**config.mk**
```make
export PLATFORM = sky130hd
export DESIGN_NAME = neuron_window_seq
export DESIGN_NICKNAME = d
export VERILOG_FILES = /design/src/rtl/neuron_window_seq.sv
export SDC_FILE = /design/constraint.sdc
export NUM_CORES = 1
export LEC_CHECK = 0
export CORE_ASPECT_RATIO = 2
export CORE_MARGIN = 5
export CORE_UTILIZATION = 50
export DETAILED_ROUTE_END_ITERATION = 7
export PLACE_DENSITY = 0.83
export SETUP_SLACK_MARGIN = 0.5
export SLEW_MARGIN = 20
export SYNTH_ARGS = -nofsm -noshare
export SYNTH_HDL_FRONTEND = slang
export SYNTH_SLANG_ARGS = --single-unit
```
**constraint.sdc**
```tcl
create_clock -name clk -period 12.5 [get_ports clk]
set_input_delay 2.5 -clock clk [delete_from_list [all_inputs] [get_ports clk]]
set_output_delay 2.5 -clock clk [all_outputs]
set_load 0.01 [all_outputs]
```
**src/rtl/neuron_window_seq.sv**
```systemverilog
// Sequential neuron: signed multiply-accumulate of N_INPUTS channels plus bias,
// followed by a selectable step / window / ReLU activation, with a start/done handshake.
module neuron_window_seq #(
  parameter int N_INPUTS = 4,
  parameter int X_W      = 8,
  parameter int W_W      = 8,
  parameter int ACC_W    = 20
) (
  input  logic                      clk,
  input  logic                      rst,
  input  logic                      start,
  input  logic [N_INPUTS*X_W-1:0]   in_x,
  input  logic [N_INPUTS*W_W-1:0]   in_w,
  input  logic [ACC_W-1:0]          bias,
  input  logic [ACC_W-1:0]          lo_th,
  input  logic [ACC_W-1:0]          hi_th,
  input  logic [1:0]                mode,
  output logic                      busy,
  output logic                      done,
  output logic                      fire,
  output logic [ACC_W-1:0]          y
);

  localparam int IDX_W     = (N_INPUTS > 1) ? $clog2(N_INPUTS) : 1;
  localparam int MIN_ACC_W = X_W + W_W + $clog2(N_INPUTS + 1) + 1;

  generate
    if (N_INPUTS < 1) begin : g_n_check
      $error("neuron_window_seq: N_INPUTS must be >= 1");
    end
    if (ACC_W < MIN_ACC_W) begin : g_acc_w_check
      $error("neuron_window_seq: ACC_W too narrow for X_W, W_W and N_INPUTS");
    end
  endgenerate

  typedef enum logic [1:0] {
    S_IDLE = 2'd0,
    S_MAC  = 2'd1,
    S_ACT  = 2'd2
  } state_e;

  state_e state_q, state_d;

  logic signed [X_W-1:0]   x_in [N_INPUTS];
  logic signed [W_W-1:0]   w_in [N_INPUTS];
  logic signed [X_W-1:0]   x_q  [N_INPUTS];
  logic signed [W_W-1:0]   w_q  [N_INPUTS];
  logic signed [ACC_W-1:0] acc_q;
  logic signed [ACC_W-1:0] lo_q;
  logic signed [ACC_W-1:0] hi_q;
  logic [1:0]              mode_q;
  logic [IDX_W-1:0]        idx_q;
  logic                    done_q;
  logic                    fire_q;
  logic signed [ACC_W-1:0] y_q;

  logic                    accept;
  logic                    last_mac;
  logic signed [X_W-1:0]   x_sel;
  logic signed [W_W-1:0]   w_sel;
  logic signed [ACC_W-1:0] x_ext;
  logic signed [ACC_W-1:0] w_ext;
  logic signed [ACC_W-1:0] prod;
  logic                    fire_d;
  logic signed [ACC_W-1:0] y_d;

  for (genvar gi = 0; gi < N_INPUTS; gi++) begin : g_unpack
    assign x_in[gi] = $signed(in_x[gi*X_W +: X_W]);
    assign w_in[gi] = $signed(in_w[gi*W_W +: W_W]);
  end

  // The ACT cycle only drains the finished sum, so it can also take a new
  // request; this keeps one result per N_INPUTS+1 clocks when start is held.
  assign accept   = start && ((state_q == S_IDLE) || (state_q == S_ACT));
  assign last_mac = (idx_q == IDX_W'(N_INPUTS - 1));

  assign x_sel = x_q[idx_q];
  assign w_sel = w_q[idx_q];
  assign x_ext = {{(ACC_W-X_W){x_sel[X_W-1]}}, x_sel};
  assign w_ext = {{(ACC_W-W_W){w_sel[W_W-1]}}, w_sel};
  assign prod  = x_ext * w_ext;

  always_ff @(posedge clk) begin
    if (rst) begin
      state_q <= S_IDLE;
    end else begin
      state_q <= state_d;
    end
  end

  always_comb begin
    state_d = state_q;
    case (state_q)
      S_IDLE:  state_d = start ? S_MAC : S_IDLE;
      S_MAC:   state_d = last_mac ? S_ACT : S_MAC;
      S_ACT:   state_d = start ? S_MAC : S_IDLE;
      default: state_d = S_IDLE;
    endcase
  end

  always_comb begin
    busy   = (state_q != S_IDLE);
    fire_d = 1'b0;
    y_d    = acc_q;
    case (mode_q)
      2'd1: fire_d = (acc_q >= lo_q) && (acc_q <= hi_q);
      2'd2: begin
        fire_d = (acc_q > 0);
        y_d    = (acc_q > 0) ? acc_q : '0;
      end
      default: fire_d = (acc_q >= lo_q);
    endcase
  end

  always_ff @(posedge clk) begin
    if (rst) begin
      for (int i = 0; i < N_INPUTS; i++) begin
        x_q[i] <= '0;
        w_q[i] <= '0;
      end
      acc_q  <= '0;
      lo_q   <= '0;
      hi_q   <= '0;
      mode_q <= '0;
      idx_q  <= '0;
      done_q <= 1'b0;
      fire_q <= 1'b0;
      y_q    <= '0;
    end else begin
      done_q <= 1'b0;
      if (state_q == S_ACT) begin
        done_q <= 1'b1;
        fire_q <= fire_d;
        y_q    <= y_d;
      end
      if (accept) begin
        for (int i = 0; i < N_INPUTS; i++) begin
          x_q[i] <= x_in[i];
          w_q[i] <= w_in[i];
        end
        acc_q  <= $signed(bias);
        lo_q   <= $signed(lo_th);
        hi_q   <= $signed(hi_th);
        mode_q <= mode;
        idx_q  <= '0;
      end else if (state_q == S_MAC) begin
        acc_q <= acc_q + prod;
        idx_q <= idx_q + 1'b1;
      end
    end
  end

  assign done = done_q;
  assign fire = fire_q;
  assign y    = y_q;

endmodule
```
==> results of run 1 <==
[state kept, by name, summed over array words and instances, names as in the netlist, 20 cells and up, named ones only]
register and flops:
w_q 32, x_q 32, acc_q 20, hi_q 20, lo_q 20, y 20
[cell usage in the layout, fill, tap and decap left out, types with 5 or more instances in the layout]
master	count
inv_1	145
nand3_1	6
xnor2_1	13
and2_1	96
o21a_1	5
nand2_1	139
nor4_1	6
o22ai_1	5
a21o_1	8
nand4_1	7
edfxtp_1	64
xor2_1	5
fa_1	88
a2111oi_0	6
nor3_1	9
nor2_1	68
clkbuf_16	18
dfxtp_1	89
o21ai_0	17
clkdlybuf4s50_1	150
ha_1	89
a21oi_1	65
mux4_2	15
buf_4	6
a311oi_1	9
a22oi_1	19
[power by group through the flow]
stage / clock network [mW] / logic [mW] / registers [mW]
2_1_floorplan: 0 / 0.860 / 0.613
3_3_place_gp: 0 / 1.08 / 0.652
3_5_place_dp: 0 / 1.14 / 0.656
4_1_cts: 0.521 / 1.16 / 0.645
5_1_grt: 0.543 / 1.30 / 0.650
6_report: 0.517 / 1.16 / 0.646
[cells by family (layout without fill, tap and decap cells)]
logic type | Yosys count | after routing | synth area share
AO/OA/AOI/OAI | 162 | 162 | 0.1001
XOR/XNOR | 18 | 18 | 0.01489
adder cells (fa/ha/maj) | 177 | 177 | 0.2716
buffers and inverters | 185 | 333 | 0.06607
flip-flops | 154 | 154 | 0.3517
multiplexers | 19 | 19 | 0.03605
AND/OR/NAND/NOR | 354 | 354 | 0.1596
[layer usage]
| layer | vias to the layer above | global-route usage | share of wire |
|---|---|---|---|
| met5 | - | 0 | 0 |
| met4 | 0 | 0.1508 | 0.067 |
| met3 | 97 | 0.03643 | 0.047 |
| met2 | 282 | 0.4262 | 0.55 |
| met1 | 3859 | 0.2300 | 0.34 |
| li1 | 3822 | - | - |
[worst paths after layout]
kind | from | endpoint | slack [ns] | cells past startpoint
setup / recovery | flip-flop | acc_q[19] | 5.99 | 17
hold / removal | lo_q[4] | lo_q[4] | 0.45 | 2
setup reg to reg | flip-flop | acc_q[19] | 5.99 | 17
hold reg to reg | lo_q[4] | lo_q[4] | 0.45 | 2
[area by class of cell]
type | count | area, um2
Tap cell | 269 | 336.6
Clock inverter | 14 | 133.9
Multi-Input combinational cell | 730 | 6178
Timing Repair Buffer | 157 | 1551
Fill cell | 1669 | 8010
Sequential cell | 154 | 3725
Clock buffer | 18 | 450.4
Inverter | 144 | 540.5
[worst max-delay path, delay by kind of cell (launching register included)]
family | cells | cell delay (ns)
adder cells (fa/ha/maj) | 6 | 2.85
flip-flops | 1 | 0.79
AND/OR/NAND/NOR | 3 | 0.91
AO/OA/AOI/OAI | 5 | 1.18
multiplexers | 1 | 0.45
buffers and inverters | 2 | 0.20
==> flow_metrics.env, run 1 <==
export IMPL_synthArstFlopShare=0
export IMPL_whs_ns=0.4545
export IMPL_dp_hpwl_mm=21.49
export IMPL_avgRoutedWirePerCell_um=18.05
export IMPL_dieArea_um2=24360
export IMPL_diodes=0
export IMPL_io_buffers=151
export IMPL_yosysWarnings=0
export IMPL_worst_slew_pin_slew_ns=0.9496
export IMPL_power_share_sequential=0.278
export IMPL_synth_cell_types=55
export IMPL_setup_slack_ns=5.993
export IMPL_finalCriticalPeriod_ns=6.507
export IMPL_fmax_mhz=153.7
export IMPL_numClockSinks=154
export IMPL_wl_mm=26.82
export IMPL_worst_path_largest_cell_delay_ns=0.79
export IMPL_synth_area_um2=10590
export IMPL_first_pass_iters=7
export IMPL_finalSetupViolations=0
export IMPL_fin_nets=1510
export IMPL_p_comb_frac=0.499
export IMPL_start_util=0.5059
export IMPL_final_cells=1486
export IMPL_post_route_period_util=0.5205
export IMPL_cts_post_setup_buffers_inserted=0
export IMPL_slew_viol_final=0
export IMPL_synth_nets=1375
export IMPL_vias_per_cell=5.424
export IMPL_fin_util=0.6172
export IMPL_start_kind="flip-flop"
export IMPL_yosysTopAreaCell="edfxtp_1"
export IMPL_area_growth_pct=22.01
export IMPL_num_io_pins=152
export IMPL_rsz0062_at_grt="false"
export IMPL_grt_remaining_overflow=0
export IMPL_synth_top_area_share=0.1815
export IMPL_ys_flop_type="dfxtp_1"
export IMPL_design_area_um2=12920
export IMPL_setup_tns_ns=0
export IMPL_dp_cells=1454
export IMPL_crit_type="flip-flop to flip-flop"
export IMPL_ctsHoldBuffers=0
export IMPL_grt_total_usage=0.2296
export IMPL_outcome="completed"
export IMPL_leakage_nw=5.520
export IMPL_cts_tree="done"
export IMPL_clock_root_buffer="clkbuf_16"
export IMPL_num_vias=8060
export IMPL_slew_headroom=0.3670
export IMPL_slowest_stage="dfxtp_1"
export IMPL_cts_max_level=4
export IMPL_postRouteAntennaNets=0
export IMPL_drtIter0Drc=426
export IMPL_cts_repair_resized=0
export IMPL_syn_inst=1069
export IMPL_clk_latency_ns=0.45
export IMPL_irDropWorstVdd_mv=0.1613
export IMPL_synth_edff_count=64
export IMPL_skew_ns=0.01830
export IMPL_gp_congestion=0.9331
export IMPL_seq_area_frac_synth=0.3517
export IMPL_pwr_share_clk=0.223
export IMPL_path_common_cell="fa_1"
export IMPL_p_int_mw=1.372
export IMPL_pre_cts_ws_ns=5.769
export IMPL_die_w_um=112.9
export IMPL_maxCapViolations=0
export IMPL_end_kind="flip-flop"
export IMPL_switchingPower_uw=946.4
export IMPL_synth_seq_cells=154
export IMPL_grt_max_degree=74
export IMPL_antenna_found_initial=0
export IMPL_path_cells="mux4_2, and2_1, inv_1, fa_1, inv_1, fa_1, fa_1, fa_1, fa_1, ha_1, o21ai_0, nor2_1, o31a_1, o31ai_4, nor3_2, o21a_1, o41ai_2"
export IMPL_drive_gt1_frac=0.05752
export IMPL_drc_errors=0
export IMPL_die_h_um=215.8
export IMPL_clk_pin_slew_ns=0.07
export IMPL_synth_top_cells_by_area="edfxtp_1, dfxtp_1, fa_1"
export IMPL_core_area_um2=20930
export IMPL_cts_buffer_depth=2
export IMPL_hp_class="flip-flop to flip-flop"
export IMPL_cp_max_fo=17
export IMPL_worstPathArrival_ns=6.84
export IMPL_synthTopCellsByCount="inv_1, nand2_1, and2_1"
export IMPL_numCtsBuffers=17
export IMPL_design_power_total_mw=2.319
export IMPL_cp_required_ns=12.83
export IMPL_rows=75
export IMPL_power_density_nw_per_um2=179.5
export IMPL_postPlaceCellArea_um2=12330
export IMPL_switching_share=0.4081
export IMPL_grt_pass1_vias=8572
export IMPL_yosysMostFrequentCell="inv_1"
export IMPL_grt_pass1_wl_mm=43.39
export IMPL_syn_avg_cell_area_um2=9.903
export IMPL_finalHoldViolations=0
Power figures use the tool's default switching activity.
==> run 2, diff against run 1 <==
PLACE_DENSITY = 0.86   (was 0.83)
clock period = 5.7 ns   (was 12.5 ns; I/O delays follow)
==> run 2 against run 1 <==
  * Worst setup slack worse by 5.8 ns
  * Global-route usage grew 1.3 points
  * Clock power increased by 130%
  * Combinational power rose to 2.9 times the previous value
  * Largest power group unchanged
  * Highest routed layer unchanged
==> flow_metrics.env, run 2 (synthesis gave the netlist of run 1 again) <==
export IMPL_drtIter0Drc=539
export IMPL_post_route_period_util=0.9723
export IMPL_fin_nets=1555
export IMPL_wl_mm=29.54
export IMPL_rows=75
export IMPL_cts_tree="done"
export IMPL_grt_remaining_overflow=0
export IMPL_final_common_cell="clkdlybuf4s50_1"
export IMPL_grt_use_met1=0.2408
export IMPL_end_kind="flip-flop"
export IMPL_final_cells=1531
export IMPL_drive_gt1_frac=0.1418
export IMPL_dp_hpwl_mm=22.00
export IMPL_cts_buffer_depth=2
export IMPL_postRouteAntennaNets=0
export IMPL_cp_required_ns=6.06
export IMPL_first_pass_iters=5
export IMPL_grt_pass1_vias=9197
export IMPL_pre_cts_ws_ns=0.1059
export IMPL_start_util=0.5059
export IMPL_crit_buf_inv=4
export IMPL_vias_per_cell=5.538
export IMPL_critical_path_top_delay_family="adder cells"
export IMPL_clk_pin_slew_ns=0.07
export IMPL_fmax_mhz=180.4
export IMPL_antenna_found_initial=0
export IMPL_diodes=0
export IMPL_leakage_nw=5.781
export IMPL_path_common_cell="fa_1"
export IMPL_dp_cells=1475
export IMPL_path_cells="buf_12, mux4_2, buf_6, and2_4, fa_1, inv_1, fa_1, inv_1, fa_1, fa_1, ha_4, ha_4, nand2_1, or3_4, o21ai_4, nand2_1, mux2_2, a211oi_2"
export IMPL_die_w_um=112.9
export IMPL_skew_ns=0.01112
export IMPL_worst_slew_pin_slew_ns=0.9660
export IMPL_slew_viol_final=0
export IMPL_rsz0062_at_grt="true"
export IMPL_reg_top3="w_q: 32 flops, x_q: 32 flops"
export IMPL_crit_type="flip-flop to flip-flop"
export IMPL_worst_path_largest_cell_delay_ns=0.57
export IMPL_grt_util_met2=0.4394
export IMPL_irDropWorstVdd_mv=0.3299
export IMPL_whs_ns=0.4540
export IMPL_gp_congestion=0.9322
export IMPL_core_area_um2=20930
export IMPL_start_kind="flip-flop"
export IMPL_finalSetupViolations=0
export IMPL_worstPathArrival_ns=5.90
export IMPL_grt_max_degree=68
export IMPL_drc_errors=0
export IMPL_cts_max_level=4
export IMPL_io_buffers=151
export IMPL_numClockSinks=154
export IMPL_use_met3=0.04372
export IMPL_num_io_pins=152
export IMPL_dieArea_um2=24360
export IMPL_avgRoutedWirePerCell_um=19.30
export IMPL_num_vias=8478
export IMPL_maxCapViolations=0
export IMPL_grt_pass1_wl_mm=45.67
export IMPL_clock_root_buffer="clkbuf_16"
export IMPL_power_density_nw_per_um2=428.6
export IMPL_clk_latency_ns=0.44
export IMPL_outcome="completed"
export IMPL_area_growth_pct=30.03
export IMPL_finalHoldViolations=0
export IMPL_die_h_um=215.8
export IMPL_setup_slack_ns=0.1577
export IMPL_slowest_stage="mux4_2"
export IMPL_slew_headroom=0.3560
export IMPL_n_fill_cell=1522
export IMPL_hp_class="flip-flop to flip-flop"
export IMPL_finalCriticalPeriod_ns=5.542
export IMPL_grt_total_usage=0.2425
export IMPL_gr_max_usage_layer="met2"
export IMPL_numCtsBuffers=17
export IMPL_layout_common_cells="clkdlybuf4s50_1, inv_1, nand2_1"
export IMPL_cp_max_fo=6
-- run 2: changes by cell type in the layout (fill, tap and decap cells not counted), sizes merged --
cell,delta
clkbuf,+2
buf,+44
clkinvlp,-1
clkinv,+1
inv,-1
-- run 2: repair_timing --
| item | 4_1_cts | 5_1_grt |
|---|---|---|
| cloned | 1 | 1 |
| resized for setup | 24 | 37 |
| setup buffers | 11 | 11 |
| pin swaps | 17 | 40 |
| setup endpoints to repair | 12 | 12 |
| hold buffers | 0 | 0 |
-- run 2: final cells by class --
type,count,area (um2),share of cell area
tap,269,336.6,0.02445
multi-input combinational,730,6576,0.4777
sequential,154,3727,0.2708
timing repair buffer,202,1963,0.1426
clock inverter,13,146.4,0.01063
clock buffer,19,475.5,0.03454
inverter,144,540.5,0.03927
-- run 2: worst paths after layout --
path	startpoint	endpoint	slack, ns	cells past startpoint
worst max-delay path	flip-flop	acc_q[16]	0.16	18
worst min-delay path	lo_q[3]	lo_q[3]	0.45	2
worst max register to register	flip-flop	acc_q[16]	0.16	18
worst min register to register	lo_q[3]	lo_q[3]	0.45	2
-- run 2: tightest hold or removal path, cell delays in order (launching register included) --
cell and delay (ns):
dfxtp_1 0.31, nand2_1 0.05, a21oi_1 0.05
-- run 2: metal layers --
| metal | part of all wire | wire length (um) | vias to the layer above |
|---|---|---|---|
| met5 | 0 | 0 | - |
| met4 | 0.078 | 2303 | 0 |
| met3 | 0.053 | 1574 | 129 |
| met2 | 0.54 | 15920 | 348 |
| met1 | 0.33 | 9748 | 4080 |
| li1 | - | - | 3921 |
-- run 2: metrics by stage --
stage                      TNS, ns  area, um2    util  power [mW]
after floorplan                  0      10680       -       3.305
after global placement           0      12570  0.6008       3.931
after detailed placement         0      12570  0.6008       4.039
after CTS                        0      13470  0.6439       5.544
after global routing      -0.02058      13770  0.6578       6.309
final                            0      13770  0.6578       5.901
-- run 2: power breakdown --
group	total [mW]	leakage, nW	internal (mW)	switching [mW]
clock network	1.20	0.308	0.674	0.524
logic	3.36	4.04	1.60	1.76
registers	1.34	1.43	1.25	0.0955
